### src/rtl/orpsoc_sim_ctrl.sv
// orpsoc_sim_ctrl: Wishbone classic slave with console byte FIFO, sticky exit latch and cycle counter.
// The 64-bit cycle counter is only built when ORPSOC_SIM_CTRL_CYCLE_COUNTER_EN is defined.
module orpsoc_sim_ctrl #(
    parameter int FIFO_DEPTH = 16,
    parameter int BASE_CHECK = 0
) (
    input  logic        wb_clk_i,
    input  logic        wb_rst_i,
    input  logic [31:0] wb_adr_i,
    input  logic [31:0] wb_dat_i,
    input  logic [3:0]  wb_sel_i,
    input  logic        wb_we_i,
    input  logic        wb_cyc_i,
    input  logic        wb_stb_i,
    output logic [31:0] wb_dat_o,
    output logic        wb_ack_o,
    output logic        wb_err_o,
    output logic [7:0]  char_o,
    output logic        char_valid_o,
    input  logic        char_ready_i,
    output logic        exit_o,
    output logic [31:0] exit_code_o
);
    localparam int AW = $clog2(FIFO_DEPTH);
    localparam int PW = AW + 1;
    localparam logic [PW-1:0] PTR_ONE = 1;

    localparam logic [1:0] ADDR_CONSOLE  = 2'd0;
    localparam logic [1:0] ADDR_EXIT     = 2'd1;
    localparam logic [1:0] ADDR_CYCLE_LO = 2'd2;
    localparam logic [1:0] ADDR_CYCLE_HI = 2'd3;

    logic [PW-1:0] r_wr_ptr;
    logic [PW-1:0] r_rd_ptr;
    logic [7:0]    r_mem [FIFO_DEPTH];
    logic          r_ack;
    logic          r_err;
    logic [31:0]   r_dat;
    logic          r_exit;
    logic [31:0]   r_exit_code;

    logic [1:0]    w_addr;
    logic          w_req;
    logic          w_empty;
    logic          w_full;
    logic [PW-1:0] w_count;
    logic          w_pop;
    logic          w_console_push_req;
    logic          w_accept;
    logic          w_push;
    logic [31:0]   w_status;
    logic [31:0]   w_rdata;
    logic [31:0]   w_cyc_lo;
    logic [31:0]   w_cyc_hi;
    logic          w_unused;

    assign w_addr  = wb_adr_i[3:2];
    assign w_req   = wb_cyc_i & wb_stb_i & ~r_ack & ~r_err;
    assign w_empty = (r_wr_ptr == r_rd_ptr);
    // Pointers carry one extra wrap bit: equal index with differing wrap bit means full.
    assign w_full  = (r_wr_ptr[AW] != r_rd_ptr[AW]) && (r_wr_ptr[AW-1:0] == r_rd_ptr[AW-1:0]);
    assign w_count = r_wr_ptr - r_rd_ptr;
    assign w_pop   = ~w_empty & char_ready_i;

    // A byte push into a full FIFO is held off unless a pop frees the slot in the same cycle.
    assign w_console_push_req = wb_we_i & (w_addr == ADDR_CONSOLE) & wb_sel_i[0];
    assign w_accept = w_req & ~(w_console_push_req & w_full & ~w_pop);
    assign w_push   = w_accept & w_console_push_req;

    always_comb begin
        w_status        = 32'd0;
        w_status[31:16] = 16'(w_count);
        w_status[1]     = w_empty;
        w_status[0]     = w_full;
    end

    always_comb begin
        w_rdata = 32'd0;
        case (w_addr)
            ADDR_CONSOLE:  w_rdata = w_status;
            ADDR_EXIT:     w_rdata = {31'd0, r_exit};
            ADDR_CYCLE_LO: w_rdata = w_cyc_lo;
            ADDR_CYCLE_HI: w_rdata = w_cyc_hi;
            default:       w_rdata = 32'd0;
        endcase
    end

    always_ff @(posedge wb_clk_i) begin
        if (wb_rst_i) begin
            r_ack       <= 1'b0;
            r_err       <= 1'b0;
            r_dat       <= 32'd0;
            r_exit      <= 1'b0;
            r_exit_code <= 32'd0;
            r_wr_ptr    <= '0;
            r_rd_ptr    <= '0;
        end else begin
            r_ack <= 1'b0;
            r_err <= 1'b0;
            r_dat <= 32'd0;
            if (w_accept) begin
                if (wb_we_i && w_addr[1]) begin
                    r_err <= 1'b1;
                end else begin
                    r_ack <= 1'b1;
                    if (!wb_we_i) begin
                        r_dat <= w_rdata;
                    end
                end
                if (wb_we_i && (w_addr == ADDR_EXIT) && !r_exit) begin
                    r_exit      <= 1'b1;
                    r_exit_code <= wb_dat_i;
                end
            end
            if (w_push) begin
                r_wr_ptr <= r_wr_ptr + PTR_ONE;
            end
            if (w_pop) begin
                r_rd_ptr <= r_rd_ptr + PTR_ONE;
            end
        end
    end

    always_ff @(posedge wb_clk_i) begin
        if (w_push) begin
            r_mem[r_wr_ptr[AW-1:0]] <= wb_dat_i[7:0];
        end
    end

`ifdef ORPSOC_SIM_CTRL_CYCLE_COUNTER_EN
    logic [63:0] r_cnt;
    logic [31:0] r_hi_shadow;
    logic        w_cyc_lo_rd;

    assign w_cyc_lo_rd = w_accept & ~wb_we_i & (w_addr == ADDR_CYCLE_LO);

    // A low-word read snapshots the high word so the pair reads coherently.
    always_ff @(posedge wb_clk_i) begin
        if (wb_rst_i) begin
            r_cnt       <= 64'd0;
            r_hi_shadow <= 32'd0;
        end else begin
            r_cnt <= r_cnt + 64'd1;
            if (w_cyc_lo_rd) begin
                r_hi_shadow <= r_cnt[63:32];
            end
        end
    end

    assign w_cyc_lo = r_cnt[31:0];
    assign w_cyc_hi = r_hi_shadow;
`else
    assign w_cyc_lo = 32'd0;
    assign w_cyc_hi = 32'd0;
`endif

    assign w_unused = ^{wb_adr_i[31:4], wb_adr_i[1:0], wb_sel_i[3:1], (BASE_CHECK != 0)};

    assign wb_ack_o     = r_ack;
    assign wb_err_o     = r_err;
    assign wb_dat_o     = r_dat;
    assign char_o       = r_mem[r_rd_ptr[AW-1:0]];
    assign char_valid_o = ~w_empty;
    assign exit_o       = r_exit;
    assign exit_code_o  = r_exit_code;

endmodule

### config.mk
export PLATFORM = sky130hd
export DESIGN_NAME = orpsoc_sim_ctrl
export DESIGN_NICKNAME = d
export VERILOG_FILES = /design/src/rtl/orpsoc_sim_ctrl.sv
export SDC_FILE = /design/constraint.sdc
export NUM_CORES = 1
export LEC_CHECK = 0
export ABC_CLOCK_PERIOD_IN_PS = 2500
export CAP_MARGIN = 20
export CORE_ASPECT_RATIO = 1.2
export CORE_MARGIN = 2
export CORE_UTILIZATION = 38
export CTS_CLUSTER_SIZE = 12
export DETAILED_ROUTE_END_ITERATION = 7
export HOLD_SLACK_MARGIN = 0.02
export SLEW_MARGIN = 20
export SYNTH_ARGS = -nofsm -noshare
export SYNTH_HDL_FRONTEND = slang
export SYNTH_SLANG_ARGS = --single-unit
### constraint.sdc
create_clock -name wb_clk_i -period 2.5 [get_ports wb_clk_i]
set_input_delay 0.25 -clock wb_clk_i [delete_from_list [all_inputs] [get_ports wb_clk_i]]
set_output_delay 0.25 -clock wb_clk_i [all_outputs]
set_load 0.02 [all_outputs]
==> flow_summary_export.csv, run 1 <==
group,metric,value,unit
run_status,outcome,"complete, no violations",
synth,ys_types,44,
sta,clock_skew,0.009819,ns
die,initial_utilization,38.68,%
finish,fin_util,48.85,%
synth,synth.ff_latch_count,184,
sta,fin_ws,0.08688,ns
clock_tree,htree_num_levels,4,
placed_design,port_buffers,91,
placed_design,hpwl,10780,um
clock_tree,clockBufferDepth,2,
clock_tree,clock_sinks,184,
clock_tree,clk_latency,0.42,ns
worst_hold_path,min_from,"wb_dat_i[31]",
synth,synthCells,505,
finish,design_area,9211,um^2
critical_path,reg2regPathDepth,7,
worst_hold_path,hold_depth,3,
finish,drive_gt1_share,18.59,%
grt,grt_max_degree,45,
placed_design,placed_cell_area,8626,um^2
drt,ant_nets,0,
sta,slew_headroom,52.96,%
sta,min_period,2.413,ns
power_and_ir_drop,p_per_area,666.4,nW/um^2
die,core,18860,um^2
drt,wl,15670,um
run,drv_cap,0,
sta,hold_viol,0,
clock_tree,clk_root_buffer_cell,"clkbuf_16",
drt,drtPass1Iterations,4,
critical_path,r2r_end,"r_mem[0][7]$_DFFE_PP_",
grt,grt-ovfl-total,0,
synth,synth.most_common_cell,"edfxtp_1",
sta,tightest_slew,0.7034,ns
clock_tree,clk_pin_slew_worst_paths,0.07,ns
critical_path,required,2.25,ns
sta,fin_tns_setup,0,ns
drt,num_vias,4337,
sta,slew_violations,0,
grt,antenna_found_initial,0,
drt,viasPerCell,4.840,
grt,grt_pass1_wl,24420,um
critical_path,endpoint_kind,"output port",
sta,rsz0062_at_grt,"no",
synth,synth_edf_count,128,
die,pin_count,150,
critical_path,worstPathArrival,2.16,ns
critical_path,cp-start-kind,"flip-flop",
synth,postSynth.asyncResetShare,0,%
synth,synth_flop_cell,"edfxtp_1",
sta,finalSetupViolations,0,
die,dieWidth,130.5,um
clock_tree,cts_buffers,17,
critical_path,r2r-start,"r_wr_ptr[0]$_SDFFE_PP0P_",
critical_path,r2r_setup_slack,0.24,ns
synth,yosys.area.top_type,"edfxtp_1",
finish,finalNetCount,712,
drt,drc,0,
synth,ys_warn_count,0,
placed_design,finalWeightedCongestion,0.7631,
power_and_ir_drop,ir_worst_vdd,0.4476,mV
drt,drtIter0Drc,371,
critical_path,endpoint,"char_o[7]",
die,rows,55,
sta,post-route-period-util,96.52,%
power_and_ir_drop,p_leak,3.022,nW
die,die_height,155.8,um
synth,synthTopCellsByCount,"edfxtp_1, nand2_1, dfxtp_1",
clock_tree,tritoncts,"done",
worst_hold_path,hold_class,"primary input to flip-flop",
finish,diodes,0,
drt,wl_per_cell,17.48,um
synth,syn_area,7293,um^2
clock_tree,post_cts_buffers,0,
critical_path,cp_max_fo,11,
critical_path,crit_type,"flip-flop to output port",
power_and_ir_drop,finalPower,6.138,mW
sta,timing.fmax,414.4,MHz
placed_design,pre_cts_slack,0.1140,ns
grt,grt_pass1_vias,4509,
synth,ys_seq_area_share,68.07,%
grt,grtUsageTotal,15.98,%
finish,area_growth,26.30,%
synth,synth.area.top_cells,"edfxtp_1, dfxtp_1, mux4_2, nand2_1, a21oi_1",
synth,syn_area_per_cell,14.44,um^2
synth,synth_top_area_share,52.70,%
die,dieArea,20320,um^2
## critical path, cell delays in order, from the launching register on
cell and delay (ns):
dfxtp_4 0.39, bufbuf_16 0.31, mux4_2 0.50, a22oi_1 0.15, nand2_1 0.07, dlygate4sd2_1 0.33
## worst min-delay path by stage
| stage | slack [ns] | end |
|---|---|---|
| floorplan | 0.33 | wb_dat_o[0]$_SDFF_PP0_ |
| finish | 0.36 | exit_code_o[31]$_SDFFE_PP0P_ |
| global placement | 0.44 | exit_code_o[29]$_SDFFE_PP0P_ |
| detailed placement | 0.45 | exit_code_o[29]$_SDFFE_PP0P_ |
| CTS | 0.35 | exit_code_o[31]$_SDFFE_PP0P_ |
| global route | 0.36 | exit_code_o[31]$_SDFFE_PP0P_ |
## logic make-up after synthesis
logic type                 after synthesis  share of synthesized area [%]
adders and majority gates               10                          1.819
AOI/OAI and AO/OA                       70                          5.867
xor gates and xnor gates                 7                         0.9436
muxes                                   32                          9.882
buffers and inverters                   59                          4.580
other                                    1                        0.05142
DFF                                    184                          68.07
and+or+nand+nor                        142                          8.784
## metrics by stage
step                      instances  hold WS (ns)
after floorplan                 529        0.3274
after global placement          864        0.4420
after detailed placement        864        0.4493
after CTS                       896        0.3492
after global routing            896        0.3571
final                           896        0.3627
## sequential cells by signal, summed over array words and instances, names as in the netlist, named ones only
signal	cells
r_wr_ptr	5
wb_dat_o	7
exit_o	1
exit_code_o	32
r_mem	128
r_rd_ptr	5
wb_ack_o	1
wb_err_o	1
## cell usage in the layout, fill, tap and decap left out, drive strengths merged, types with 2 or more instances in the layout
| cell | synthesis | final |
|---|---|---|
| edfxtp | 128 | 128 |
| o21ai | 6 | 6 |
| nor2b | 3 | 3 |
| dlygate4sd2 | 0 | 2 |
| conb | 1 | 25 |
| xnor2 | 5 | 5 |
| nand4 | 2 | 2 |
| and4bb | 2 | 2 |
| clkbuf | 12 | 25 |
| nand2b | 3 | 3 |
| buf | 38 | 38 |
| or3 | 4 | 4 |
| dfxtp | 56 | 56 |
| inv | 9 | 13 |
| nor3 | 7 | 7 |
| and2 | 2 | 2 |
| mux4 | 32 | 32 |
| clkdlybuf4s50 | 0 | 82 |
| nand3 | 4 | 4 |
| clkinv | 0 | 2 |
| clkinvlp | 0 | 5 |
| a22oi | 16 | 16 |
| bufinv | 0 | 2 |
| a21oi | 42 | 42 |
| ha | 9 | 9 |
| nor2 | 25 | 25 |
| nand2 | 85 | 85 |
| xor2 | 2 | 2 |
## metal layers
layer,share of wire [%],global-route usage (%)
met1,42,19.82
met2,51,27.23
met3,6.0,4.595
met4,1.2,4.509
met5,0,0
## layout make-up
class,instances,area [um^2]
Inverter,9,33.78
Timing Repair Buffer,130,1216
Tap cell,256,320.3
Sequential cell,184,4969
Clock inverter,13,146.4
Multi-Input combinational cell,286,2097
Fill cell,1673,9644
Clock buffer,18,429.2
## power breakdown
group	internal [mW]	switching, mW
sequential	3.26	0.00582
combinational	0.108	0.142
clock	1.48	1.14
total	4.85	1.29
## timing repair
action | in CTS | in global routing
setup endpoints to repair | 9 | 13
gates cloned | 1 | 0
hold buffers | 0 | 0
resized for setup | 15 | 12
Power figures use the tool's default switching activity.
==> run 2: changes to the inputs <==
--- a/config.mk
+++ b/config.mk
@@ -13,6 +13,8 @@
 export CTS_CLUSTER_SIZE = 12
 export DETAILED_ROUTE_END_ITERATION = 7
 export HOLD_SLACK_MARGIN = 0.02
+export PLACE_DENSITY = 0.71
+export SKIP_CTS_REPAIR_TIMING = 1
 export SLEW_MARGIN = 20
 export SYNTH_ARGS = -nofsm -noshare
 export SYNTH_HDL_FRONTEND = slang
==> flow_summary_export.csv, run 2 (synthesized netlist as in run 1, its figures left out) <==
group,metric,value,unit
clock_tree,htree_num_levels,4,
sta,min_period,2.376,ns
power_and_ir_drop,p_leak,3.083,nW
finish,largest_register_ffs,128,
finish,finalNetCount,703,
power_and_ir_drop,ir_worst_vdd,0.5278,mV
run,drv_cap,0,
sta,slew_violations,0,
finish,fin_util,48.93,%
drt,drc,0,
grt,antenna_found_initial,0,
finish,design_area,9226,um^2
clock_tree,clk_latency,0.43,ns
critical_path,required,2.25,ns
grt,grt_pass1_wl,24610,um
grt,grt_pass1_vias,4560,
die,dieWidth,130.5,um
finish,mostFrequentLayoutCell,"edfxtp_1",
drt,num_vias,4425,
clock_tree,clockBufferDepth,2,
die,core,18860,um^2
sta,hold_viol,0,
drt,wl,15970,um
critical_path,endpoint_kind,"output port",
sta,post-route-period-util,95.04,%
sta,timing.fmax,420.9,MHz
placed_design,dp.cells,856,
sta,slew_headroom,49.11,%
power_and_ir_drop,p_per_area,671.3,nW/um^2
placed_design,placed_cell_area,8566,um^2
die,die_height,155.8,um
sta,finalSetupViolations,0,
drt,viasPerCell,4.983,
die,pin_count,150,
critical_path,cp-start-kind,"flip-flop",
sta,rsz0062_at_grt,"no",
die,dieArea,20320,um^2
finish,diodes,0,
critical_path,worstPathArrival,2.13,ns
worst_hold_path,hold_class,"primary input to flip-flop",
placed_design,port_buffers,91,
drt,wl_per_cell,17.99,um
placed_design,finalWeightedCongestion,0.8082,
critical_path,cp_max_fo,13,
clock_tree,clock_sinks,184,
clock_tree,clk_root_buffer_cell,"clkbuf_16",
finish,post_layout_nonfiller_instances,888,
clock_tree,tritoncts,"done",
sta,tightest_slew,0.7606,ns
grt,grt-ovfl-total,0,
clock_tree,clk_pin_slew_worst_paths,0.07,ns
critical_path,crit_type,"flip-flop to output port",
finish,area_growth,26.51,%
sta,hold_ws,0.3673,ns
drt,ant_nets,0,
die,initial_utilization,38.68,%
placed_design,hpwl,10500,um
grt,grtUsageTotal,16.32,%
run_status,outcome,"complete, no violations",
sta,clock_skew,0.008707,ns
grt,grt_max_degree,45,
finish,drive_gt1_share,16.77,%
clock_tree,cts_buffers,17,
drt,drtPass1Iterations,4,
drt,drtIter0Drc,331,
finish,mostFrequentLayoutCells,"edfxtp_1, nand2_1, clkdlybuf4s50_1, dfxtp_1, a21oi_1",
die,rows,55,
run 2: cell types whose count changed in the layout (fill, tap and decap cells not counted), moves of 3 or more:
cell,delta
clkbuf_2,-7
dlymetal6s2s_1,+9
buf_4,-10
clkinvlp_4,-3
run 2: per-stage QoR:
stage / setup WS [ns] / setup TNS (ns) / total power, mW
finish: 0.1239 / 0 / 6.194
global route: 0.01044 / 0 / 6.392
CTS: -0.3235 / -2.131 / 6.236
detailed placement: 0.1004 / 0 / 3.582
global placement: 0.1774 / 0 / 3.573
floorplan: 0.1174 / 0 / 3.470
run 2: area by class of cell:
cell class	count	area, um^2
multi-input cells	286	2116
flip-flops and latches	184	4966
repair buffers	121	1191
inverters	9	33.78
clock inverters	11	106.4
clock buffers	21	493.0
well taps	256	320.3
fillers	1628	9629
run 2: worst paths after layout:
kind	from	endpoint	slack, ns	cells after the start
setup reg to reg	r_wr_ptr[0]$_SDFFE_PP0P_	r_mem[2][7]$_DFFE_PP_	0.17	7
setup / recovery	flip-flop	char_o[4]	0.12	5
hold reg to reg	exit_code_o[17]$_SDFFE_PP0P_	exit_code_o[17]$_SDFFE_PP0P_	0.46	2
hold / removal	wb_dat_i[31]	exit_code_o[31]$_SDFFE_PP0P_	0.37	3
run 2: report_power, final:
group / total (mW) / internal (mW) / leakage, nW / switching [mW]
sequential: 3.27 / 3.26 / 1.60 / 0.00585
combinational: 0.250 / 0.105 / 1.19 / 0.145
clock: 2.68 / 1.53 / 0.295 / 1.14
total: 6.19 / 4.90 / 3.08 / 1.30
run 2: layer usage:
| layer | track usage (%) | vias up | routed length (um) |
|---|---|---|---|
| li1 | - | 2039 | - |
| met1 | 19.98 | 2226 | 6416 |
| met2 | 27.50 | 133 | 8433 |
| met3 | 4.321 | 27 | 776 |
| met4 | 6.383 | 0 | 346 |
| met5 | 0 | - | 0 |
run 2: worst max-delay path: stages, from the launching register on:
cell and delay, ns:
dfxtp_2 0.39, buf_12 0.19, mux4_2 0.52, a22oi_2 0.30, nand2_1 0.09, dlymetal6s2s_1 0.21
